--- src/rtl/tx_frame_sched.sv ---
// Round-robin symbol scheduler: frames NUM_CH byte streams as SOF, channel ID, payload, EOF
// for an 8b10b serializer, one symbol per serializer load slot.
module tx_frame_sched #(
  parameter int NUM_CH   = 4,
  parameter int MAX_LEN  = 256,
  parameter int MIN_IDLE = 2
) (
  input  logic                      clk_i,
  input  logic                      rst_ni,
  input  logic [NUM_CH-1:0]         s_valid_i,
  input  logic [8*NUM_CH-1:0]       s_data_i,
  input  logic [NUM_CH-1:0]         s_last_i,
  output logic [NUM_CH-1:0]         s_ready_o,
  input  logic                      sym_ena_i,
  output logic [8:0]                sym_o,
  output logic [$clog2(NUM_CH)-1:0] grant_o,
  output logic                      busy_o,
  output logic                      frame_err_o
);

  localparam int GW = $clog2(NUM_CH);
  localparam int CW = $clog2(MAX_LEN + 1);
  localparam int IW = $clog2(MIN_IDLE + 1);

  localparam logic [8:0] SYM_IDLE  = 9'h1BC;
  localparam logic [8:0] SYM_SOF   = 9'h1FB;
  localparam logic [8:0] SYM_EOF   = 9'h1FD;
  localparam logic [8:0] SYM_PAD   = 9'h1F7;
  localparam logic [8:0] SYM_ABORT = 9'h1FE;

  // Handshake: a byte on channel c transfers on a clock edge where
  // s_valid_i[c] && s_ready_o[c]; the source holds data/last stable until then.

  typedef enum logic [2:0] {
    ST_IDLE,
    ST_HDR,
    ST_PAYLOAD,
    ST_EOF,
    ST_ABORT,
    ST_DRAIN
  } state_t;

  state_t          state_q, state_d;
  logic [8:0]      sym_q, sym_d;
  logic [IW-1:0]   idle_cnt_q, idle_cnt_d;
  logic [CW-1:0]   byte_cnt_q, byte_cnt_d;
  logic [GW-1:0]   rr_ptr_q, rr_ptr_d;
  logic [GW-1:0]   grant_q, grant_d;
  logic            busy_q, busy_d;
  logic            frame_err_q, frame_err_d;

  logic [GW-1:0]   rr_pick;
  logic [GW-1:0]   rr_next;
  logic [GW-1:0]   cand;
  logic            found;
  logic            g_valid;
  logic            g_last;
  logic [7:0]      g_data;
  logic [CW-1:0]   cnt_inc;

  // First valid channel at or above rr_ptr, wrapping.
  always_comb begin
    rr_pick = '0;
    found   = 1'b0;
    cand    = '0;
    for (int i = 0; i < NUM_CH; i++) begin
      cand = GW'((int'(rr_ptr_q) + i) % NUM_CH);
      if (!found && s_valid_i[cand]) begin
        found   = 1'b1;
        rr_pick = cand;
      end
    end
  end

  assign rr_next = (grant_q == GW'(NUM_CH - 1)) ? '0 : grant_q + GW'(1);
  assign g_valid = s_valid_i[grant_q];
  assign g_last  = s_last_i[grant_q];
  assign g_data  = s_data_i[int'(grant_q)*8 +: 8];
  assign cnt_inc = byte_cnt_q + CW'(1);

  always_comb begin
    state_d     = state_q;
    sym_d       = sym_q;
    idle_cnt_d  = idle_cnt_q;
    byte_cnt_d  = byte_cnt_q;
    rr_ptr_d    = rr_ptr_q;
    grant_d     = grant_q;
    busy_d      = busy_q;
    frame_err_d = 1'b0;
    s_ready_o   = '0;
    case (state_q)
      ST_IDLE: begin
        if (sym_ena_i) begin
          if (idle_cnt_q >= IW'(MIN_IDLE) && found) begin
            grant_d = rr_pick;
            sym_d   = SYM_SOF;
            busy_d  = 1'b1;
            state_d = ST_HDR;
          end else begin
            sym_d = SYM_IDLE;
            if (idle_cnt_q < IW'(MIN_IDLE)) idle_cnt_d = idle_cnt_q + IW'(1);
          end
        end
      end
      ST_HDR: begin
        if (sym_ena_i) begin
          sym_d      = {1'b0, 8'(grant_q)};
          byte_cnt_d = '0;
          state_d    = ST_PAYLOAD;
        end
      end
      ST_PAYLOAD: begin
        s_ready_o[grant_q] = sym_ena_i;
        if (sym_ena_i) begin
          if (g_valid) begin
            sym_d      = {1'b0, g_data};
            byte_cnt_d = cnt_inc;
            if (g_last) state_d = ST_EOF;
            else if (cnt_inc == CW'(MAX_LEN)) state_d = ST_ABORT;
          end else begin
            // Underrun: pad the slot, keep the byte count.
            sym_d = SYM_PAD;
          end
        end
      end
      ST_EOF: begin
        if (sym_ena_i) begin
          sym_d      = SYM_EOF;
          state_d    = ST_IDLE;
          idle_cnt_d = '0;
          busy_d     = 1'b0;
          rr_ptr_d   = rr_next;
        end
      end
      ST_ABORT: begin
        if (sym_ena_i) begin
          sym_d       = SYM_ABORT;
          frame_err_d = 1'b1;
          state_d     = ST_DRAIN;
        end
      end
      ST_DRAIN: begin
        // Discard the rest of the oversized packet at full clock rate.
        s_ready_o[grant_q] = 1'b1;
        if (sym_ena_i) sym_d = SYM_IDLE;
        if (g_valid && g_last) begin
          state_d    = ST_IDLE;
          idle_cnt_d = '0;
          busy_d     = 1'b0;
          rr_ptr_d   = rr_next;
        end
      end
      default: state_d = ST_IDLE;
    endcase
  end

  always_ff @(posedge clk_i or negedge rst_ni) begin
    if (!rst_ni) begin
      state_q     <= ST_IDLE;
      sym_q       <= SYM_IDLE;
      idle_cnt_q  <= IW'(MIN_IDLE);
      byte_cnt_q  <= '0;
      rr_ptr_q    <= '0;
      grant_q     <= '0;
      busy_q      <= 1'b0;
      frame_err_q <= 1'b0;
    end else begin
      state_q     <= state_d;
      sym_q       <= sym_d;
      idle_cnt_q  <= idle_cnt_d;
      byte_cnt_q  <= byte_cnt_d;
      rr_ptr_q    <= rr_ptr_d;
      grant_q     <= grant_d;
      busy_q      <= busy_d;
      frame_err_q <= frame_err_d;
    end
  end

  assign sym_o       = sym_q;
  assign grant_o     = grant_q;
  assign busy_o      = busy_q;
  assign frame_err_o = frame_err_q;

endmodule

--- config.mk ---
export PLATFORM = sky130hd
export DESIGN_NAME = tx_frame_sched
export DESIGN_NICKNAME = d
export VERILOG_FILES = /design/src/rtl/tx_frame_sched.sv
export SDC_FILE = /design/constraint.sdc
export NUM_CORES = 1
export LEC_CHECK = 0
export ABC_AREA = 1
export CAP_MARGIN = 0
export CORE_ASPECT_RATIO = 1.4
export CORE_UTILIZATION = 33
export DETAILED_ROUTE_END_ITERATION = 10
export PLACE_DENSITY = 0.67
export SETUP_SLACK_MARGIN = 0.05
export SLEW_MARGIN = 20
export SYNTH_ARGS = -nofsm -noshare
export SYNTH_HDL_FRONTEND = slang
export SYNTH_SLANG_ARGS = --single-unit
export TNS_END_PERCENT = 20
--- constraint.sdc ---
create_clock -name clk_i -period 3.8 [get_ports clk_i]
set_clock_uncertainty 0.05 [all_clocks]
set_input_delay 0.76 -clock clk_i [delete_from_list [all_inputs] [get_ports clk_i]]
set_output_delay 0.76 -clock clk_i [all_outputs]
set_load 0.03 [all_outputs]
==> metrics.md, run 1 <==
| Metric | Value |
|---|---|
| Drt initial violations | 87 |
| CP Capture Type | output pin |
| Placed Cells | 493 |
| Synthesized area per cell | 6.57 um^2 |
| Row count | 35 |
| Outcome | completed |
| Post-synthesis sequential area ratio | 0.322 |
| Largest stage delay, worst path | 0.69 ns |
| Clk pwr share | 0.126 |
| Post-synth top area share | 0.242 |
| Arrival time of data at the critical path endpoint | 2.59 ns |
| Hold path cells | 2 |
| Setup WS post-layout | 0.402 ns |
| Largest area contributor in the netlist | dfrtp_1 |
| IO Count | 60 |
| Overflow after GRT | 0 |
| Setup TNS | 0 ns |
| CP top delay family | buffers and inverters |
| Fmax | 294 MHz |
| Tot Pwr | 2.02 mW |
| HP Class | flop to flop |
| Crit Path Max Fanout | 4 |
| Initial antenna violation count | 0 |
| Die W | 72.2 um |
| Worst slew pin tran | 0.602 ns |
| Slowest cell on the critical path | clkdlybuf4s50_1 |
| Peak supply drop | 0.000286 V |
| Hold Path End | sym_o[2] |
| Net Count, Synth | 397 |
| Post-CTS setup buffer count | 0 |
| Synth Instances | 347 |
| Part of the power in registers | 0.257 |
| Worst-path cell chain | clkdlybuf4s50_1 -> inv_1 -> nor2_1 -> inv_1 -> nor2_1 -> nor2_1 -> nor2_1 -> clkdlybuf4s50_1 |
| Worst-path clk slew | 0.07 ns |
| Fin crit period | 3.40 ns |
| Pwr Density | 662 mW/mm^2 |
| DRC Markers | 0 |
| Yosys cell types | 29 |
| Switching share of power | 0.504 |
| CTS tree | built |
| #FFs+latches synth | 29 |
| Crit start category | input pin |
| Ant diodes | 0 |
| Leak pwr | 1.45 nW |
| Non-Filler Instances | 501 |
| Maximum root-to-sink buffer count | 2 |
| Avg Vias per Cell | 4.72 |
| Most frequent cells after synthesis | nand2_1, nor2_1, inv_1 |
| Setup WS pre-CTS | 0.395 ns |
| Top FF cell, synth | dfrtp_1 |
| CP Class | input pin to output pin |
| Routed Antenna Nets | 0 |
| Largest cells by area after synthesis | dfrtp_1, nand2_1, nor2_1 |
| RSZ-0062 raised after global routing | false |
| Most numerous cell in the Yosys netlist | nand2_1 |
| Ratio of cells with drive above 1 in the final layout | 0.103 |
| Number of global-route vias before repair | 2264 |
| First-pass iteration count of the detailed router | 4 |
| Combinational share of power | 0.617 |
| Clock latency on the worst-skew pair | 0.29 ns |
| CTS Sinks | 29 |
| Most used cell, CP | nor2_1 |
| Total GRT Usage | 0.183 |
| Async SR Flop Fraction | 1.00 |
| Post-synth EDFFs | 0 |
| CTS Hold Buffers Added | 0 |
| Initial core utilization | 0.345 |
| Maximum capacitance violations | 0 |
| DP HPWL | 4730 um |
| Warnings, synthesis | 0 |
| Hold_sp | sym_o[2] |
| Mapped Area | 0.00228 mm^2 |
| Switching Power | 1.02 mW |
| Setup-failing EPs final | 0 |
| Int Pwr | 1.00 mW |
| Die area | 0.00725 mm^2 |
| Die Height | 100 um |
| Depth of the CTS H-tree | 2 |
| Final Hold Viols | 0 |
| Core area | 0.00661 mm^2 |
| Clock root cell | clkbuf_8 |
| Final Wtd Congestion | 0.927 |
| First-pass GRT wire length | 10500 um |
| RR Endpoint | byte_cnt_q[7] |
| PortBufs | 59 |
| Worst r2r path cells | 7 |
| CTS resizes | 0 |
| R2r setup slk | 1.76 ns |
| Routed WL | 6150 um |
| Layout overhead on the synthesized area | 33.7% |
| WL/cell | 12.3 um |
| Crit path required time | 2.99 ns |
| Largest net degree at the start of global routing | 30 |
| Final net count | 458 |
| Crit share post-route | 0.894 |
| WP buf/inv | 4 |
| Vias | 2363 |
| CTS Buf Count | 5 |
| Slew headroom | 0.594 |
| RR Startpoint | grant_o[1] |
| Slew Limit Fails | 0 |
-- registers in the layout, summed over array words and instances, names as in the netlist --
| signal | flops |
|---|---|
| byte_cnt_q | 9 |
| sym_o | 9 |
| state_q | 3 |
| grant_o | 2 |
| idle_cnt_q | 2 |
| rr_ptr_q | 2 |
| busy_o | 1 |
| frame_err_o | 1 |
-- cell families (layout without fill, tap and decap cells) --
kind of cell / after synthesis / after routing / synth area share
flip-flops: 29 / 29 / 0.322
XOR/XNOR: 2 / 2 / 0.00769
AND/OR/NAND/NOR: 194 / 194 / 0.376
AO/OA/AOI/OAI: 63 / 63 / 0.161
adder cells (fa/ha/maj): 7 / 7 / 0.0384
buffers and inverters: 52 / 114 / 0.0950
-- final cells by class --
cell class | count | area (um^2)
inverter | 43 | 161
fill | 701 | 3570
timing repair buffer | 63 | 621
clock buffer | 5 | 68.8
tap | 92 | 115
multi-input combinational | 266 | 1330
clock inverter | 3 | 17.5
sequential | 29 | 734
-- worst reg2reg max path, stage by stage, from the launching register on --
cell     delay [ns]
dfrtp_1        0.38
inv_1          0.33
nand3_1        0.17
nand2_1        0.24
nand2_1        0.13
nand2_1        0.26
inv_1          0.20
o22ai_1        0.20
-- worst max-delay path by stage --
stage / from / endpoint / cells past startpoint
after global routing: sym_ena_i / s_ready_o[2] / 8
after detailed placement: sym_ena_i / s_ready_o[2] / 8
after CTS: sym_ena_i / s_ready_o[2] / 8
final: sym_ena_i / s_ready_o[2] / 8
after global placement: sym_ena_i / s_ready_o[3] / 8
after floorplan: sym_ena_i / s_ready_o[0] / 6
-- power by group through the flow --
stage               clock [mW]  combinational (mW)  sequential, mW
finish                   0.253                1.24           0.519
global route             0.270                1.40           0.531
CTS                      0.261                1.25           0.518
detailed placement           0                1.24           0.523
global placement             0                1.23           0.522
floorplan                    0               0.796           0.621
-- routing by layer --
metal  share of wire  GRT usage  vias to the layer above
met4          0.0042     0.0422                        0
met5               0          0                        -
met3           0.033     0.0281                        4
met2            0.51      0.329                       50
li1                -          -                     1242
met1            0.45      0.226                     1067
-- stage by stage --
| stage | hold WS (ns) | cell area (um^2) | util |
|---|---|---|---|
| finish | 0.423 | 3050 | 0.461 |
| CTS | 0.423 | 3050 | 0.461 |
| global route | 0.466 | 3050 | 0.461 |
| floorplan | 0.409 | 2280 | - |
| global placement | 0.412 | 2960 | 0.447 |
| detailed placement | 0.411 | 2960 | 0.447 |
-- layout by cell type (no fill, tap or decap) --
| master | Yosys | final |
|---|---|---|
| inv_1 | 40 | 40 |
| xor2_1 | 2 | 2 |
| nand3_2 | 4 | 4 |
| inv_2 | 3 | 3 |
| nand2_4 | 3 | 3 |
| buf_4 | 2 | 4 |
| dfstp_2 | 7 | 7 |
| a32o_1 | 3 | 3 |
| a211oi_1 | 1 | 1 |
| clkbuf_8 | 0 | 5 |
| clkinv_2 | 0 | 2 |
| clkinvlp_4 | 0 | 1 |
| ha_1 | 7 | 7 |
| clkdlybuf4s50_1 | 0 | 59 |
| nand4_1 | 7 | 7 |
| nand3_1 | 20 | 20 |
| dfrtp_1 | 22 | 22 |
| o21ai_2 | 1 | 1 |
| o21ai_1 | 3 | 3 |
| o22ai_1 | 11 | 11 |
| nand2_1 | 94 | 94 |
| a21oi_1 | 13 | 13 |
| or2_2 | 1 | 1 |
| nand2_2 | 5 | 5 |
| o21ai_4 | 1 | 1 |
| o21ai_0 | 28 | 28 |
| nor2_2 | 3 | 3 |
| nor2_1 | 55 | 55 |
| nor2_4 | 2 | 2 |
| o211ai_1 | 2 | 2 |
Note: power is estimated with default switching activity, not from simulation.
==> inputs of run 2 (changes only) <==
--- a/config.mk
+++ b/config.mk
@@ -9,8 +9,11 @@
 export CAP_MARGIN = 0
 export CORE_ASPECT_RATIO = 1.4
 export CORE_UTILIZATION = 33
+export CTS_CLUSTER_DIAMETER = 150
 export DETAILED_ROUTE_END_ITERATION = 10
+export HOLD_SLACK_MARGIN = 0.03
 export PLACE_DENSITY = 0.67
+export RECOVER_POWER = 100
 export SETUP_SLACK_MARGIN = 0.05
 export SLEW_MARGIN = 20
 export SYNTH_ARGS = -nofsm -noshare
==> metrics.md, run 2 (same netlist as run 1, synthesis figures left out) <==
| Metric | Value |
|---|---|
| Most frequent cells in the layout | nand2_1, nor2_1, inv_1 |
| First-pass GRT wire length | 10500 um |
| RR Startpoint | grant_o[1] |
| Maximum root-to-sink buffer count | 2 |
| Drt initial violations | 94 |
| Die Height | 100 um |
| Final Hold Viols | 0 |
| Final design utilization | 0.454 |
| Arrival time of data at the critical path endpoint | 2.71 ns |
| Setup WS post-layout | 0.276 ns |
| Initial core utilization | 0.345 |
| Largest net degree at the start of global routing | 30 |
| Slew Limit Fails | 30 |
| WP buf/inv | 4 |
| Area after DPL | 0.00296 mm^2 |
| Routed Antenna Nets | 0 |
| Area occupied by registers | 734 um^2 |
| Maximum capacitance violations | 1 |
| Number of global-route vias before repair | 2264 |
| Hold_sp | sym_o[2] |
| CP Capture Type | output pin |
| Crit share post-route | 0.927 |
| Worst hold margin | 0.421 ns |
| Depth of the CTS H-tree | 2 |
| Hold path cells | 2 |
| Slew headroom | -0.0443 |
| CP top delay family | buffers and inverters |
| Clock root cell | clkbuf_8 |
| Worst-path cell chain | dlygate4sd3_1 -> inv_1 -> nor2_1 -> inv_1 -> nor2_1 -> nor2_1 -> nor2_1 -> dlygate4sd3_1 |
| Worst r2r path cells | 7 |
| Slowest cell on the critical path | dlygate4sd3_1 |
| Outcome | finished, violations left |
| Violated checks | capacitance limit, slew limit |
| R2r setup slk | 1.75 ns |
| Area of the multi-input gates | 0.00129 mm^2 |
| Vias | 2359 |
| CTS tree | built |
| RSZ-0062 raised after global routing | false |
| Clock latency on the worst-skew pair | 0.29 ns |
| Setup-failing EPs final | 0 |
| Fin crit period | 3.52 ns |
| PortBufs | 59 |
| Filler Cell Count | 711 |
| Layout overhead on the synthesized area | 31.9% |
| DP HPWL | 4730 um |
| Setup TNS | 0 ns |
| Row count | 35 |
| CP Class | input pin to output pin |
| CTS Sinks | 29 |
| CTS Buf Count | 5 |
| Avg Vias per Cell | 4.71 |
| HP Class | flop to flop |
| Final Wtd Congestion | 0.927 |
| Most used cell, CP | nor2_1 |
| Crit Path Max Fanout | 4 |
| Ant diodes | 0 |
| Total GRT Usage | 0.183 |
| Leak pwr | 1.45 nW |
| IO Count | 60 |
| Final net count | 458 |
| WL/cell | 12.3 um |
| Ratio of cells with drive above 1 in the final layout | 0.0807 |
| Crit path required time | 2.99 ns |
| Setup WS pre-CTS | 0.395 ns |
| DRC Markers | 0 |
| RR Endpoint | byte_cnt_q[7] |
| Core area | 0.00661 mm^2 |
| Largest stage delay, worst path | 0.76 ns |
| Crit start category | input pin |
| Worst slew pin tran | 1.57 ns |
| Die W | 72.2 um |
| Initial antenna violation count | 0 |
| CTS resizes | 0 |
| Post-CTS setup buffer count | 0 |
| Worst-path clk slew | 0.07 ns |
| Fmax | 284 MHz |
| Die area | 0.00725 mm^2 |
| Peak supply drop | 0.000283 V |
| Commonest non-fill, non-tap cell in the layout | nand2_1 |
| First-pass iteration count of the detailed router | 4 |
| CTS Hold Buffers Added | 0 |
| Final instance area | 0.00301 mm^2 |
| Routed WL | 6180 um |
| Hold Path End | sym_o[2] |
| Pwr Density | 649 mW/mm^2 |
| Overflow after GRT | 0 |
[run 2: how the worst max path moves through the flow]
| stage | endpoint | start | cells after the start |
|---|---|---|---|
| after floorplan | s_ready_o[0] | sym_ena_i | 6 |
| after global placement | s_ready_o[3] | sym_ena_i | 8 |
| after detailed placement | s_ready_o[2] | sym_ena_i | 8 |
| after CTS | s_ready_o[2] | sym_ena_i | 8 |
| after global routing | s_ready_o[0] | sym_ena_i | 8 |
| final | s_ready_o[2] | sym_ena_i | 8 |
[run 2: final cells by class]
class                      count  share of cell area
multi-input combinational    266               0.430
sequential                    29               0.244
timing repair buffer          63               0.205
inverter                      43              0.0537
tap                           92              0.0383
clock buffer                   5              0.0229
clock inverter                 3             0.00583
[run 2: metrics by stage]
| step | cells | total power [mW] |
|---|---|---|
| final | 501 | 1.95 |
| after global routing | 501 | 2.13 |
| after CTS | 501 | 2.02 |
| after detailed placement | 493 | 1.76 |
| after global placement | 493 | 1.75 |
| after floorplan | 347 | 1.42 |
[run 2: power by group]
group          internal, mW  switching, mW
Combinational         0.408          0.772
Sequential            0.427         0.0880
Clock                 0.126          0.130
Total                 0.961          0.990
[run 2: metal layers]
| metal | track usage | routed length, um | vias to the layer above | part of all wire |
|---|---|---|---|---|
| li1 | - | - | 1243 | - |
| met1 | 0.226 | 2820 | 1072 | 0.46 |
| met2 | 0.329 | 3120 | 38 | 0.51 |
| met3 | 0.0281 | 176 | 6 | 0.028 |
| met4 | 0.0422 | 55 | 0 | 0.0089 |
| met5 | 0 | 0 | - | 0 |
[run 2: worst min-delay path, delay by kind of cell (launching register included)]
kind | cells | cell delay (ns)
DFF | 1 | 0.37
and+or+nand+nor | 2 | 0.10
==> inputs of run 3 (changes only) <==
--- a/config.mk
+++ b/config.mk
@@ -7,9 +7,7 @@
 export LEC_CHECK = 0
 export ABC_AREA = 1
 export CAP_MARGIN = 0
-export CORE_ASPECT_RATIO = 1.4
 export CORE_UTILIZATION = 33
-export CTS_CLUSTER_DIAMETER = 150
 export DETAILED_ROUTE_END_ITERATION = 10
 export HOLD_SLACK_MARGIN = 0.03
 export PLACE_DENSITY = 0.67
==> constraint.sdc (replaced) <==
create_clock -name clk_i -period 3.8 [get_ports clk_i]
set_clock_uncertainty 0.05 [all_clocks]
set_input_delay 0.95 -clock clk_i [delete_from_list [all_inputs] [get_ports clk_i]]
set_output_delay 0.95 -clock clk_i [all_outputs]
set_load 0.03 [all_outputs]
==> metrics.md, run 3 (same netlist as run 1, synthesis figures left out) <==
| Metric | Value |
|---|---|
| Outcome | finished, violations left |
| Violated checks | capacitance limit, slew limit |
| Setup-failing EPs final | 0 |
| DP HPWL | 4860 um |
| Most used cell, CP | nor2_1 |
| Drt initial violations | 167 |
| Pwr Density | 690 mW/mm^2 |
| Crit start category | input pin |
| CP Launch Point | sym_ena_i |
| IO Count | 60 |
| HP Class | flop to flop |
| WP depth | 8 |
| Core area | 0.00649 mm^2 |
| Placed Cells | 477 |
| Worst slew pin tran | 1.57 ns |
| Clock root cell | clkbuf_8 |
| Switching share of power | 0.476 |
| Int Pwr | 1.09 mW |
| CTS Hold Buffers Added | 0 |
| Ant diodes | 0 |
| CTS tree | built |
| Depth of the CTS H-tree | 2 |
| Worst hold margin | 0.433 ns |
| Part of the power in registers | 0.262 |
| CP top delay family | buffers and inverters |
| Ratio of cells with drive above 1 in the final layout | 0.0858 |
| Largest stage delay, worst path | 0.58 ns |
| Area occupied by registers | 734 um^2 |
| Routed WL | 6310 um |
| Fin crit period | 3.46 ns |
| Die Height | 85.1 um |
| Fmax | 289 MHz |
| Row count | 29 |
| Peak supply drop | 0.000202 V |
| WL/cell | 13.0 um |
| Maximum capacitance violations | 1 |
| Crit path required time | 2.80 ns |
| Initial antenna violation count | 0 |
| RR Endpoint | rr_ptr_q[1] |
| Worst-path clk slew | 0.07 ns |
| Overflow after GRT | 0 |
| WP buf/inv | 4 |
| CP Capture Type | output pin |
| Crit Path Max Fanout | 4 |
| Largest net degree at the start of global routing | 30 |
| Crit path to | s_ready_o[0] |
| Slew headroom | -0.0481 |
| Commonest non-fill, non-tap cell in the layout | nand2_1 |
| RSZ-0062 raised after global routing | false |
| Avg Vias per Cell | 4.95 |
| Vias | 2399 |
| PortBufs | 59 |
| Combinational share of power | 0.550 |
| Area of the multi-input gates | 0.00129 mm^2 |
| Most frequent cells in the layout | nand2_1, nor2_1, inv_1 |
| Setup TNS | 0 ns |
| Worst r2r path cells | 7 |
| Die area | 0.00724 mm^2 |
| Leak pwr | 1.45 nW |
| Clock latency on the worst-skew pair | 0.29 ns |
| CTS Sinks | 29 |
| Arrival time of data at the critical path endpoint | 2.46 ns |
| Maximum root-to-sink buffer count | 2 |
| Slowest cell on the critical path | dlygate4sd3_1 |
| Final Wtd Congestion | 0.856 |
| Initial core utilization | 0.351 |
| Clk pwr share | 0.187 |
| Final Hold Viols | 0 |
| Filler Cell Count | 649 |
| Post-CTS setup buffer count | 0 |
| DRC Markers | 0 |
| First-pass iteration count of the detailed router | 4 |
| Number of global-route vias before repair | 2329 |
| CP Class | input pin to output pin |
| Non-Filler Instances | 485 |
| Routed Antenna Nets | 0 |
| Total GRT Usage | 0.180 |
| Slew Limit Fails | 30 |
| First-pass GRT wire length | 10400 um |
| R2r setup slk | 1.58 ns |
| Switching Power | 0.988 mW |
| CTS resizes | 0 |
| Crit share post-route | 0.910 |
| CTS Buf Count | 5 |
| Layout overhead on the synthesized area | 32.1% |
| RR Startpoint | grant_o[1] |
| Worst-path cell chain | dlygate4sd3_1 -> inv_1 -> nor2_1 -> inv_1 -> nor2_1 -> nor2_1 -> nor2_1 -> clkbuf_1 |
| Die W | 85.1 um |
| Final design utilization | 0.463 |
| Final net count | 457 |
[run 3: area by class of cell]
class	count	share of cell area
multi-input combinational	266	0.428
sequential	29	0.244
timing repair buffer	62	0.198
inverter	43	0.0536
tap	77	0.0320
clock buffer	5	0.0229
clock inverter	3	0.0216
[run 3: per-layer routing]
layer | up-vias | GRT usage | wire (um)
met1 | 1073 | 0.229 | 2990
li1 | 1245 | - | -
met5 | - | 0 | 0
met3 | 9 | 0.0409 | 386
met4 | 0 | 0.0647 | 102
met2 | 72 | 0.301 | 2830
[run 3: worst min path at each step]
stage	startpoint	to	slack, ns	depth (start not counted)
floorplan	idle_cnt_q[0]	idle_cnt_q[0]	0.41	2
global placement	sym_o[2]	sym_o[2]	0.42	2
detailed placement	sym_o[2]	sym_o[2]	0.43	2
CTS	sym_o[2]	sym_o[2]	0.44	2
global route	sym_o[8]	sym_o[8]	0.46	2
finish	sym_o[2]	sym_o[2]	0.43	2
[run 3: through the flow]
| step | power, mW | setup slack (ns) | instance area (um^2) |
|---|---|---|---|
| 6_report | 2.08 | 0.341 | 3010 |
| 5_1_grt | 2.26 | 0.207 | 3010 |
| 4_1_cts | 2.16 | 0.539 | 3060 |
| 3_5_place_dp | 1.77 | 0.539 | 2920 |
| 3_3_place_gp | 1.74 | 0.591 | 2920 |
| 2_1_floorplan | 1.42 | 0.824 | 2280 |
[run 3: worst register-to-register path, cell delays in order (launching register included)]
cell and delay [ns]:
dfrtp_1 0.67, inv_1 0.32, nand3_1 0.19, nand2_1 0.15
nor2_1 0.17, nand2_1 0.08, o21ai_0 0.21, o21ai_0 0.21
[run 3: power groups by stage]
stage	registers [mW]	logic [mW]	clock network, mW
detailed placement	0.554	1.21	0
global placement	0.550	1.19	0
global route	0.566	1.28	0.409
CTS	0.549	1.22	0.397
finish	0.544	1.14	0.388
floorplan	0.621	0.796	0
